## config.mk

```make
export PLATFORM = sky130hd
export DESIGN_NAME = memory_access_unit
export DESIGN_NICKNAME = d
export VERILOG_FILES = /design/src/rtl/mem_stage_pkg.sv /design/src/rtl/mem_load_aligner.sv /design/src/rtl/memory_access_unit.sv
export SDC_FILE = /design/constraint.sdc
export NUM_CORES = 1
export LEC_CHECK = 0
export BUFFER_PORTS_ARGS = -buffer_cell sky130_fd_sc_hd__buf_2
export CAP_MARGIN = 25
export CORE_UTILIZATION = 52
export CTS_CLUSTER_DIAMETER = 40
export DETAILED_ROUTE_END_ITERATION = 10
export PLACE_DENSITY = 0.85
export SLEW_MARGIN = 30
export SYNTH_ARGS = -nofsm -noshare
export SYNTH_HDL_FRONTEND = slang
export SYNTH_SLANG_ARGS = --single-unit
```

## constraint.sdc

```tcl
create_clock -name Clk -period 2.9 [get_ports Clk]
set_input_delay 0 -clock Clk [delete_from_list [all_inputs] [get_ports Clk]]
set_output_delay 0 -clock Clk [all_outputs]
set_load 0.005 [all_outputs]
```

## src/rtl/mem_stage_pkg.sv

```systemverilog
`default_nettype none
// ============================================================================
// Module  : mem_stage_pkg
// Brief   : Shared types and lane helpers for the MIPS memory stage.
// Revision: 1.0 - initial release
// ============================================================================
package mem_stage_pkg;

  typedef enum logic [0:0] {
    ST_IDLE = 1'b0,
    ST_REQ  = 1'b1
  } state_e;

  typedef enum logic [1:0] {
    SIZE_BYTE = 2'd0,
    SIZE_HALF = 2'd1,
    SIZE_WORD = 2'd2
  } size_e;

  localparam logic [3:0] c_be_byte    = 4'b0001;
  localparam logic [3:0] c_be_half_lo = 4'b0011;
  localparam logic [3:0] c_be_half_hi = 4'b1100;
  localparam logic [3:0] c_be_word    = 4'b1111;

  // Byte wins when both size bits are set.
  function automatic size_e decode_size(input logic is_byte, input logic is_half);
    size_e size;
    if (is_byte) begin
      size = SIZE_BYTE;
    end else if (is_half) begin
      size = SIZE_HALF;
    end else begin
      size = SIZE_WORD;
    end
    return size;
  endfunction

  function automatic logic is_misaligned(input size_e size, input logic [1:0] lane);
    logic bad;
    case (size)
      SIZE_HALF: bad = lane[0];
      SIZE_WORD: bad = |lane;
      default:   bad = 1'b0;
    endcase
    return bad;
  endfunction

  function automatic logic [3:0] lane_enables(input size_e size, input logic [1:0] lane);
    logic [3:0] be;
    case (size)
      SIZE_BYTE: be = c_be_byte << lane;
      SIZE_HALF: be = lane[1] ? c_be_half_hi : c_be_half_lo;
      default:   be = c_be_word;
    endcase
    return be;
  endfunction

  function automatic logic [31:0] replicate_store(input size_e size, input logic [31:0] wdata);
    logic [31:0] rep;
    case (size)
      SIZE_BYTE: rep = {4{wdata[7:0]}};
      SIZE_HALF: rep = {2{wdata[15:0]}};
      default:   rep = wdata;
    endcase
    return rep;
  endfunction

endpackage
`default_nettype wire

```

## src/rtl/mem_load_aligner.sv

```systemverilog
`default_nettype none
// ============================================================================
// Module  : mem_load_aligner
// Brief   : Selects the addressed byte/half of a read word and extends it.
// Revision: 1.0 - initial release
// ============================================================================
module mem_load_aligner
  import mem_stage_pkg::*;
(
  input  logic [31:0] i_rdata,
  input  logic [1:0]  i_lane,
  input  size_e       i_size,
  input  logic        i_unsigned,
  output logic [31:0] o_load_value
);

  logic [7:0]  byte_sel;
  logic [15:0] half_sel;

  always_comb begin
    case (i_lane)
      2'd0:    byte_sel = i_rdata[7:0];
      2'd1:    byte_sel = i_rdata[15:8];
      2'd2:    byte_sel = i_rdata[23:16];
      default: byte_sel = i_rdata[31:24];
    endcase
    half_sel = i_lane[1] ? i_rdata[31:16] : i_rdata[15:0];

    case (i_size)
      SIZE_BYTE: o_load_value = i_unsigned ? {24'h0, byte_sel}
                                           : {{24{byte_sel[7]}}, byte_sel};
      SIZE_HALF: o_load_value = i_unsigned ? {16'h0, half_sel}
                                           : {{16{half_sel[15]}}, half_sel};
      default:   o_load_value = i_rdata;
    endcase
  end

endmodule
`default_nettype wire

```

## src/rtl/memory_access_unit.sv

```systemverilog
`default_nettype none
// ============================================================================
// Module  : memory_access_unit
// Brief   : MEM stage: sized data-memory accesses over req/ready, MEM/WB reg.
// Revision: 1.0 - initial release
// ============================================================================
module memory_access_unit
  import mem_stage_pkg::*;
(
  input  logic        Clk,
  input  logic        Reset,
  input  logic        ValidIn,
  input  logic        MemReadIn,
  input  logic        MemWriteIn,
  input  logic        RegWriteIn,
  input  logic        MemToRegIn,
  input  logic        LoadStoreByteIn,
  input  logic        LoadStoreHalfIn,
  input  logic        LoadUnsignedIn,
  input  logic [31:0] AddressIn,
  input  logic [31:0] WriteDataIn,
  input  logic [4:0]  DestinationRegIn,
  output logic        MemReq,
  output logic        MemWe,
  output logic [29:0] MemAddr,
  output logic [3:0]  MemByteEn,
  output logic [31:0] MemWData,
  input  logic [31:0] MemRData,
  input  logic        MemReady,
  output logic        StallOut,
  output logic        ValidOut,
  output logic        RegWriteOut,
  output logic        MemToRegOut,
  output logic [4:0]  DestinationRegOut,
  output logic [31:0] ALUDataOut,
  output logic [31:0] ReadDataOut,
  output logic        MisalignOut
);

  state_e      state_q, state_d;
  logic        mem_req_q, mem_req_d;
  logic        mem_we_q, mem_we_d;
  logic [31:0] req_addr_q, req_addr_d;
  logic [3:0]  byte_en_q, byte_en_d;
  logic [31:0] wdata_q, wdata_d;
  size_e       size_q, size_d;
  logic        load_unsigned_q, load_unsigned_d;
  logic        reg_write_q, reg_write_d;
  logic        mem_to_reg_q, mem_to_reg_d;
  logic [4:0]  dest_q, dest_d;

  logic        wb_valid_q, wb_valid_d;
  logic        wb_reg_write_q, wb_reg_write_d;
  logic        wb_mem_to_reg_q, wb_mem_to_reg_d;
  logic [4:0]  wb_dest_q, wb_dest_d;
  logic [31:0] wb_alu_q, wb_alu_d;
  logic [31:0] wb_rdata_q, wb_rdata_d;
  logic        misalign_q, misalign_d;

  size_e       size_in;
  logic        is_mem_op;
  logic        misaligned_in;
  logic        accept;
  logic [31:0] load_value;

  assign size_in       = decode_size(LoadStoreByteIn, LoadStoreHalfIn);
  assign is_mem_op     = MemReadIn | MemWriteIn;
  assign misaligned_in = is_misaligned(size_in, AddressIn[1:0]);
  assign accept        = ValidIn & is_mem_op & ~misaligned_in;

  mem_load_aligner u_load_aligner (
    .i_rdata      (MemRData),
    .i_lane       (req_addr_q[1:0]),
    .i_size       (size_q),
    .i_unsigned   (load_unsigned_q),
    .o_load_value (load_value)
  );

  always_comb begin
    state_d         = state_q;
    mem_req_d       = mem_req_q;
    mem_we_d        = mem_we_q;
    req_addr_d      = req_addr_q;
    byte_en_d       = byte_en_q;
    wdata_d         = wdata_q;
    size_d          = size_q;
    load_unsigned_d = load_unsigned_q;
    reg_write_d     = reg_write_q;
    mem_to_reg_d    = mem_to_reg_q;
    dest_d          = dest_q;

    // MEM/WB defaults to a bubble; each path below fills in what it loads.
    wb_valid_d      = 1'b0;
    wb_reg_write_d  = 1'b0;
    wb_mem_to_reg_d = 1'b0;
    wb_dest_d       = 5'd0;
    wb_alu_d        = 32'd0;
    wb_rdata_d      = 32'd0;
    misalign_d      = 1'b0;

    case (state_q)
      ST_IDLE: begin
        if (accept) begin
          state_d         = ST_REQ;
          mem_req_d       = 1'b1;
          mem_we_d        = MemWriteIn;
          req_addr_d      = AddressIn;
          byte_en_d       = lane_enables(size_in, AddressIn[1:0]);
          wdata_d         = replicate_store(size_in, WriteDataIn);
          size_d          = size_in;
          load_unsigned_d = LoadUnsignedIn;
          reg_write_d     = RegWriteIn;
          mem_to_reg_d    = MemToRegIn;
          dest_d          = DestinationRegIn;
        end else if (ValidIn) begin
          // Misaligned ops retire without a register write.
          wb_valid_d      = 1'b1;
          wb_reg_write_d  = RegWriteIn & ~is_mem_op;
          wb_mem_to_reg_d = MemToRegIn;
          wb_dest_d       = DestinationRegIn;
          wb_alu_d        = AddressIn;
          misalign_d      = is_mem_op;
        end
      end
      ST_REQ: begin
        if (MemReady) begin
          state_d         = ST_IDLE;
          mem_req_d       = 1'b0;
          wb_valid_d      = 1'b1;
          wb_reg_write_d  = reg_write_q;
          wb_mem_to_reg_d = mem_to_reg_q;
          wb_dest_d       = dest_q;
          wb_alu_d        = req_addr_q;
          wb_rdata_d      = mem_we_q ? 32'd0 : load_value;
        end
      end
      default: state_d = ST_IDLE;
    endcase
  end

  always_ff @(posedge Clk) begin
    if (Reset) begin
      state_q         <= ST_IDLE;
      mem_req_q       <= 1'b0;
      mem_we_q        <= 1'b0;
      req_addr_q      <= 32'd0;
      byte_en_q       <= 4'd0;
      wdata_q         <= 32'd0;
      size_q          <= SIZE_BYTE;
      load_unsigned_q <= 1'b0;
      reg_write_q     <= 1'b0;
      mem_to_reg_q    <= 1'b0;
      dest_q          <= 5'd0;
      wb_valid_q      <= 1'b0;
      wb_reg_write_q  <= 1'b0;
      wb_mem_to_reg_q <= 1'b0;
      wb_dest_q       <= 5'd0;
      wb_alu_q        <= 32'd0;
      wb_rdata_q      <= 32'd0;
      misalign_q      <= 1'b0;
    end else begin
      state_q         <= state_d;
      mem_req_q       <= mem_req_d;
      mem_we_q        <= mem_we_d;
      req_addr_q      <= req_addr_d;
      byte_en_q       <= byte_en_d;
      wdata_q         <= wdata_d;
      size_q          <= size_d;
      load_unsigned_q <= load_unsigned_d;
      reg_write_q     <= reg_write_d;
      mem_to_reg_q    <= mem_to_reg_d;
      dest_q          <= dest_d;
      wb_valid_q      <= wb_valid_d;
      wb_reg_write_q  <= wb_reg_write_d;
      wb_mem_to_reg_q <= wb_mem_to_reg_d;
      wb_dest_q       <= wb_dest_d;
      wb_alu_q        <= wb_alu_d;
      wb_rdata_q      <= wb_rdata_d;
      misalign_q      <= misalign_d;
    end
  end

  // Stall covers the accepting IDLE cycle and every REQ cycle still waiting.
  assign StallOut = (state_q == ST_IDLE) ? accept : ~MemReady;

  assign MemReq            = mem_req_q;
  assign MemWe             = mem_we_q;
  assign MemAddr           = req_addr_q[31:2];
  assign MemByteEn         = byte_en_q;
  assign MemWData          = wdata_q;
  assign ValidOut          = wb_valid_q;
  assign RegWriteOut       = wb_reg_write_q;
  assign MemToRegOut       = wb_mem_to_reg_q;
  assign DestinationRegOut = wb_dest_q;
  assign ALUDataOut        = wb_alu_q;
  assign ReadDataOut       = wb_rdata_q;
  assign MisalignOut       = misalign_q;

endmodule
`default_nettype wire

```

==> metrics, run 1 <==
status=completed; slack of the worst reg-to-reg path=0.46 ns; CP arrival=2.94 ns; worst r2r src=state_q$_SDFF_PP0_; Synthesized Nets=806; leakage=4.01 nW; Syn Std Cell Area=0.00644 mm^2; CTS resizes=0; syn avg cell area=9.28 um^2; Root Buffer=clkbuf_16; DRT Pass-1 Iters=6; top_reg_cell synth=dfxtp_1; R2R Path End=MemWData[16]$_SDFFE_PP0P_; die height=113 um; Ant. Diodes=0; Max-slew headroom=34.1%; vias in the first global route=6,565; FFs w/ async S/R, synth=0%; initial antenna violation count=1; startpoint types=input port; layout cells sized above 1=32.1%; Hold Path End=MemWData[10]$_SDFFE_PP0P_; post-synthesis sequential area ratio=47.8%; hold path depth=3; largest net degree at the start of global routing=56; Vias=6,726; routed len/inst=18.3 um; max-slew violation count=0; CTS tree=built; Synth Warn #=0; max_cap viols=0; min Tclk post-route=2.60 ns; clk buf depth=2; final core occ=75.8%; post-synth cell types=52; die area=0.0128 mm^2; CP Max Fanout=22; VDD IR max=0.000318 V; placed wire-length estimate=12.6 mm; DRT iter0 DRCs=567; CTS sink cnt=154; Total Nets Final=1,100; post-route ant nets=0; Clock Skew=0.00864 ns; RSZ-0062 raised after global routing=false; WL final=21.4 mm; GR Util All Layers=32.7%; Hold Vio Cnt, Final=0; clock insertion delay at the later pin of the skew report=0.41 ns; max frequency=0.385 GHz; period utilization=89.6%; global-route wire length before repair=32.9 mm; vias per cell=5.75; Min-Delay Path Class=in2reg; TNS Setup=0 ns; port buffer count=253; Core Rows=40; Initial Util=53.4%; Crit Path Class=in2reg; WP data required=3.25 ns; final setup fails=0; cells on worst reg2reg path=6; routability congestion estimate=0.843; crit path launch=AddressIn[1]; core area=0.0121 mm^2; PwrDens=574 mW/mm^2; global route overflow=0; hold_sp=WriteDataIn[10]; # DRC=0; IO Pins=254; register bit total from synthesis=154; Clk pin slew, worst setup/hold paths=0.07 ns; CP Capture Type=register; Worst Tran Pin Value=0.981 ns; chip width=113 um; Num CTS Buffers=17; htree depth=4; Syn-to-layout area delta=41.9%; Post-synth EDFFs=0; Mapped Cells=694
[power by group]
part | switching (W) | total, W | internal, W
clock | 0.000931 | 0.00216 | 0.00123
combinational | 0.000436 | 0.000809 | 0.000373
sequential | 0.0000586 | 0.00228 | 0.00222
[worst max-delay path, cell delays in order]
cell and delay, ns:
dlygate4sd3_1 0.54, buf_2 0.20, nor2b_2 0.46, o21ba_2 0.62, nor2_8 0.20, a311oi_1 0.30, dlygate4sd3_1 0.61
[Yosys cell counts, drive strengths merged, types with 2 or more instances]
library cell | instances | area (um^2)
a211oi | 18 | 185
a21oi | 107 | 536
a22o | 45 | 394
a22oi | 7 | 52.6
a311oi | 8 | 70.1
a31oi | 7 | 43.8
and2b | 2 | 15.0
and3 | 2 | 12.5
buf | 65 | 469
clkbuf | 33 | 124
dfxtp | 154 | 3080
inv | 4 | 15.0
mux2i | 9 | 90.1
nand2 | 46 | 175
nand2b | 4 | 32.5
nand3 | 49 | 245
nor2 | 9 | 52.6
nor2b | 11 | 71.3
nor3 | 11 | 55.1
o21ai | 61 | 305
o221a | 7 | 78.8
o2bb2ai | 8 | 70.1
o31a | 8 | 70.1
o31ai | 2 | 20.0
or2 | 2 | 12.5
[placed cells by master (no fill, tap or decap), types with 2 or more instances in the layout]
cell,netlist,final
inv_6,0,3
o2bb2ai_1,8,8
clkinvlp_4,0,5
a31oi_1,7,7
buf_4,38,10
nor2b_1,10,10
a21oi_1,107,107
nor2_1,7,6
and3_1,2,2
inv_8,0,3
a311oi_1,8,8
clkbuf_16,0,17
a22o_1,45,45
inv_2,2,2
nand2b_1,3,3
buf_2,18,252
o21ai_0,11,11
buf_12,0,2
dfxtp_1,154,154
a22oi_1,7,7
mux2i_1,9,9
a211oi_2,10,10
nand2_1,45,45
dlygate4sd3_1,0,108
o31a_1,8,8
o221a_1,7,7
nor3_1,11,11
inv_1,2,2
nor2_4,0,2
nand3_1,49,49
a211oi_1,8,8
and2b_1,2,2
or2_1,2,2
o21ai_1,50,50
[flip-flops by register name, summed over array words and instances (netlist names)]
register,count
ALUDataOut,32
MemWData,32
ReadDataOut,32
req_addr_q,32
DestinationRegOut,5
dest_q,5
MemByteEn,4
size_q,2
MemReq,1
MemToRegOut,1
MemWe,1
MisalignOut,1
RegWriteOut,1
ValidOut,1
load_unsigned_q,1
mem_to_reg_q,1
reg_write_q,1
state_q,1
[metal layers]
metal / global-route usage [%] / up-vias / share of wire, %
met2: 58.3 / 400 / 50
met3: 8.46 / 88 / 7.7
met5: 0 / - / 0.056
li1: - / 3108 / -
met1: 35.3 / 3128 / 38
met4: 18.1 / 2 / 4.7
[through the flow]
stage                     hold WS, ns  cells  total power [W]  worst slack [ns]  instance area (um^2)
after CTS                     0.00830   1168          0.00523             0.407                  9120
final                          0.0278   1169          0.00525             0.301                  9150
after global placement          0.202   1028          0.00297              1.01                  7460
after detailed placement        0.204   1028          0.00298             0.984                  7460
after floorplan                 0.117    694          0.00273              1.44                  6440
after global routing           0.0183   1169          0.00543             0.229                  9150
[final cells by class]
cell class / count / area, um^2
fillers: 846 / 2920
multi-input cells: 438 / 2770
repair buffers: 373 / 2480
clock inverters: 13 / 136
clock buffers: 19 / 443
well taps: 168 / 210
flip-flops and latches: 154 / 3080
inverters: 4 / 15.0
[timing repair]
item                      CTS  global route
setup buffers               0             0
hold endpoints to repair  139             0
hold buffers              108             0
[kinds of logic after synthesis]
kind of cell	after synthesis	synth area share [%]
AO/OA/AOI/OAI	288	30.2
multiplexers	10	1.57
AND/OR/NAND/NOR	140	11.0
buffers and inverters	102	9.44
flip-flops	154	47.8
[worst max-delay path by stage]
stage / to / slack [ns] / cells after the start
finish: MemWData[16]$_SDFFE_PP0P_ / 0.30 / 7
global route: MemWData[19]$_SDFFE_PP0P_ / 0.23 / 7
CTS: MemWData[16]$_SDFFE_PP0P_ / 0.41 / 7
detailed placement: req_addr_q[23]$_SDFFE_PP0P_ / 0.98 / 6
global placement: req_addr_q[1]$_SDFFE_PP0P_ / 1.01 / 6
floorplan: ReadDataOut[21]$_SDFF_PP0_ / 1.44 / 4
Note: power is estimated with default switching activity, not from simulation.
==> run 2: changes to the inputs <==
--- a/config.mk
+++ b/config.mk
@@ -7,10 +7,13 @@
 export LEC_CHECK = 0
 export BUFFER_PORTS_ARGS = -buffer_cell sky130_fd_sc_hd__buf_2
 export CAP_MARGIN = 25
-export CORE_UTILIZATION = 52
+export CELL_PAD_IN_SITES_DETAIL_PLACEMENT = 1
+export CELL_PAD_IN_SITES_GLOBAL_PLACEMENT = 2
+export CORE_UTILIZATION = 30
 export CTS_CLUSTER_DIAMETER = 40
 export DETAILED_ROUTE_END_ITERATION = 10
-export PLACE_DENSITY = 0.85
+export PLACE_DENSITY_LB_ADDON = 0.1
+export REMOVE_ABC_BUFFERS = 1
 export SLEW_MARGIN = 30
 export SYNTH_ARGS = -nofsm -noshare
 export SYNTH_HDL_FRONTEND = slang
==> metrics, run 2 (synthesized netlist as in run 1, its figures left out) <==
Crit Path Class=in2reg; global route overflow=0 (unchanged); Total Nets Final=1,109 (+0.82%); CTS sink cnt=154 (unchanged); CP Capture Type=register; die area=0.0221 mm^2 (+72%); Vias=6,408 (-4.7%); largest net degree at the start of global routing=60 (+7.1%); Bufs and invs on worst path=4 (+1); initial antenna violation count=0 (-1); routability congestion estimate=0.755 (-10%); GR Util All Layers=20.6% (-12 points); vias in the first global route=6,866 (+4.6%); # DRC=0 (unchanged); Layout Cells excl Fill=1,285 (+9.9%); CP Cell Sequence=dlygate4sd3_1 > buf_2 > nor2b_2 > buf_4 > o21ba_2 > nor2_8 > a311oi_1 > dlygate4sd3_1; combinational share of power=15.4% (about the same); placed wire-length estimate=15.2 mm (+20%); Most common cell on crit path=dlygate4sd3_1; Internal=0.00385 W (+0.68%); Num CTS Buffers=17 (unchanged); Root Buffer=clkbuf_16; Core Rows=53 (+33%); final setup fails=0 (unchanged); layout cells sized above 1=32.4% (+0.31 points); post-route ant nets=0 (unchanged); htree depth=4 (unchanged); final worst setup slack=0.316 ns (+0.0146 ns); PwrDens=567 mW/mm^2 (-1.2%); max frequency=0.387 GHz (+0.56%); Initial Util=30.7% (-23 points); clock network power share=41.7% (+0.5 points); crit path launch=AddressIn[1]; VDD IR max=0.000303 V (-4.7%); highest metal used=met4; Hold Vio Cnt, Final=0 (unchanged); slowest CP cell=o21ba_2; Min-Delay Path Class=in2reg; fillcell total=2,444 (+190%); global-route wire length before repair=35.6 mm (+8.2%); startpoint types=input port; max_cap viols=0 (unchanged); DRT met1 WL=10.1 mm (+25%); core area=0.0210 mm^2 (+74%); commonest non-fill, non-tap cells in the layout=buf_2, dfxtp_1, dlygate4sd3_1; max-slew violation count=0 (unchanged); TNS Setup=0 ns (unchanged); worst r2r src=state_q$_SDFF_PP0_; chip width=149 um (+31%); Ant. Diodes=0 (unchanged); RSZ-0062 raised after global routing=false; status=completed; commonest non-fill, non-tap cell in the layout=buf_2; leakage=4.07 nW (+1.3%); CP peak stage delay=0.69 ns (+0.07 ns); clock insertion delay at the later pin of the skew report=0.42 ns (about the same); min Tclk post-route=2.58 ns (-0.0146 ns); DRT Pass-1 Iters=4 (-2); port buffer count=253 (unchanged); Clk pin slew, worst setup/hold paths=0.07 ns (about the same); Max-slew headroom=42.0% (+7.9 points); Clock Skew=0.00787 ns (-0.000764 ns); CTS resizes=0 (unchanged); hold_sp=WriteDataIn[13]; WL final=22.9 mm (+6.8%); die height=149 um (+31%); IO Pins=254 (unchanged); routed len/inst=17.8 um (-2.8%); switch share=27.4% (+0.27 points); CP Max Fanout=30 (+36%); slack of the worst reg-to-reg path=0.55 ns (+0.09 ns); WP data required=3.25 ns (about the same); CP arrival=2.94 ns (about the same); DR WL met3=1.30 mm (-22%); CTS tree=built; vias per cell=4.99 (-13%); Top Family by Delay on Critical Path=buffers and inverters; pre-CTS setup slack=0.800 ns (-0.184 ns); Sw Pwr=0.00146 W (+2.1%); sequential share of power=42.9% (-0.5 points); Placed Instances=1,139 (+11%); period utilization=89.1% (-0.50 points); Syn-to-layout area delta=45.2%; clk buf depth=2 (unchanged); met2 wire length=11.3 mm (+6.3%); Worst Tran Pin Value=0.870 ns (-0.110 ns); DRT iter0 DRCs=210 (-63%)
[run 2: cell types whose count changed in the layout (fill, tap and decap cells not counted), sizes merged]
cell / delta
buf: +4
clkinv: +2
dlygate4sd3: +5
clkinvlp: -2
[run 2: final timing paths]
| kind | endpoint | cells past startpoint |
|---|---|---|
| hold / removal | MemWData[13]$_SDFFE_PP0P_ | 3 |
| setup / recovery | MemWData[23]$_SDFFE_PP0P_ | 8 |
| hold reg to reg | RegWriteOut$_SDFF_PP0_ | 1 |
| setup reg to reg | MemWData[23]$_SDFFE_PP0P_ | 6 |
[run 2: tightest hold or removal path, stage by stage]
cell and delay, ns:
buf_2 0.12, mux2i_1 0.18, a211oi_2 0.10
[run 2: what timing repair did]
| action | in CTS | in global routing |
|---|---|---|
| setup endpoints to repair | 0 | 0 |
| endpoints found under the hold margin | 145 | 0 |
| buffers inserted | 0 | 0 |
| hold buffers | 113 | 0 |
[run 2: power by group through the flow]
stage / sequential, W / combinational (W) / clock [W]
6_report: 0.00228 / 0.000818 / 0.00221
5_1_grt: 0.00229 / 0.000894 / 0.00237
4_1_cts: 0.00228 / 0.000818 / 0.00228
3_5_place_dp: 0.00232 / 0.000693 / 0
3_3_place_gp: 0.00232 / 0.000675 / 0
2_1_floorplan: 0.00233 / 0.000303 / 0
[run 2: final cells by class]
type / count / area, um^2 / area share, %
Clock buffer: 19 / 453 / 4.84
Clock inverter: 13 / 131 / 1.40
Inverter: 4 / 15.0 / 0.160
Multi-Input combinational cell: 438 / 2780 / 29.7
Sequential cell: 154 / 3080 / 33.0
Tap cell: 275 / 344 / 3.68
Timing Repair Buffer: 382 / 2550 / 27.3
[run 2: through the flow]
| stage | area [um^2] | total power (W) | hold WS (ns) | utilization [%] |
|---|---|---|---|---|
| floorplan | 5850 | 0.00264 | 0.0646 | - |
| global placement | 7610 | 0.00300 | 0.201 | 36.2 |
| detailed placement | 7610 | 0.00302 | 0.209 | 36.2 |
| CTS | 9320 | 0.00537 | 0.0152 | 44.4 |
| global route | 9360 | 0.00556 | 0.0316 | 44.5 |
| finish | 9360 | 0.00531 | 0.0256 | 44.5 |
[run 2: metal layers]
metal  track usage (%)  vias to the layer above
met3              5.18                       10
met4              5.10                        0
li1                  -                     3115
met5                 0                        -
met1              24.3                     3112
met2              37.0                      171
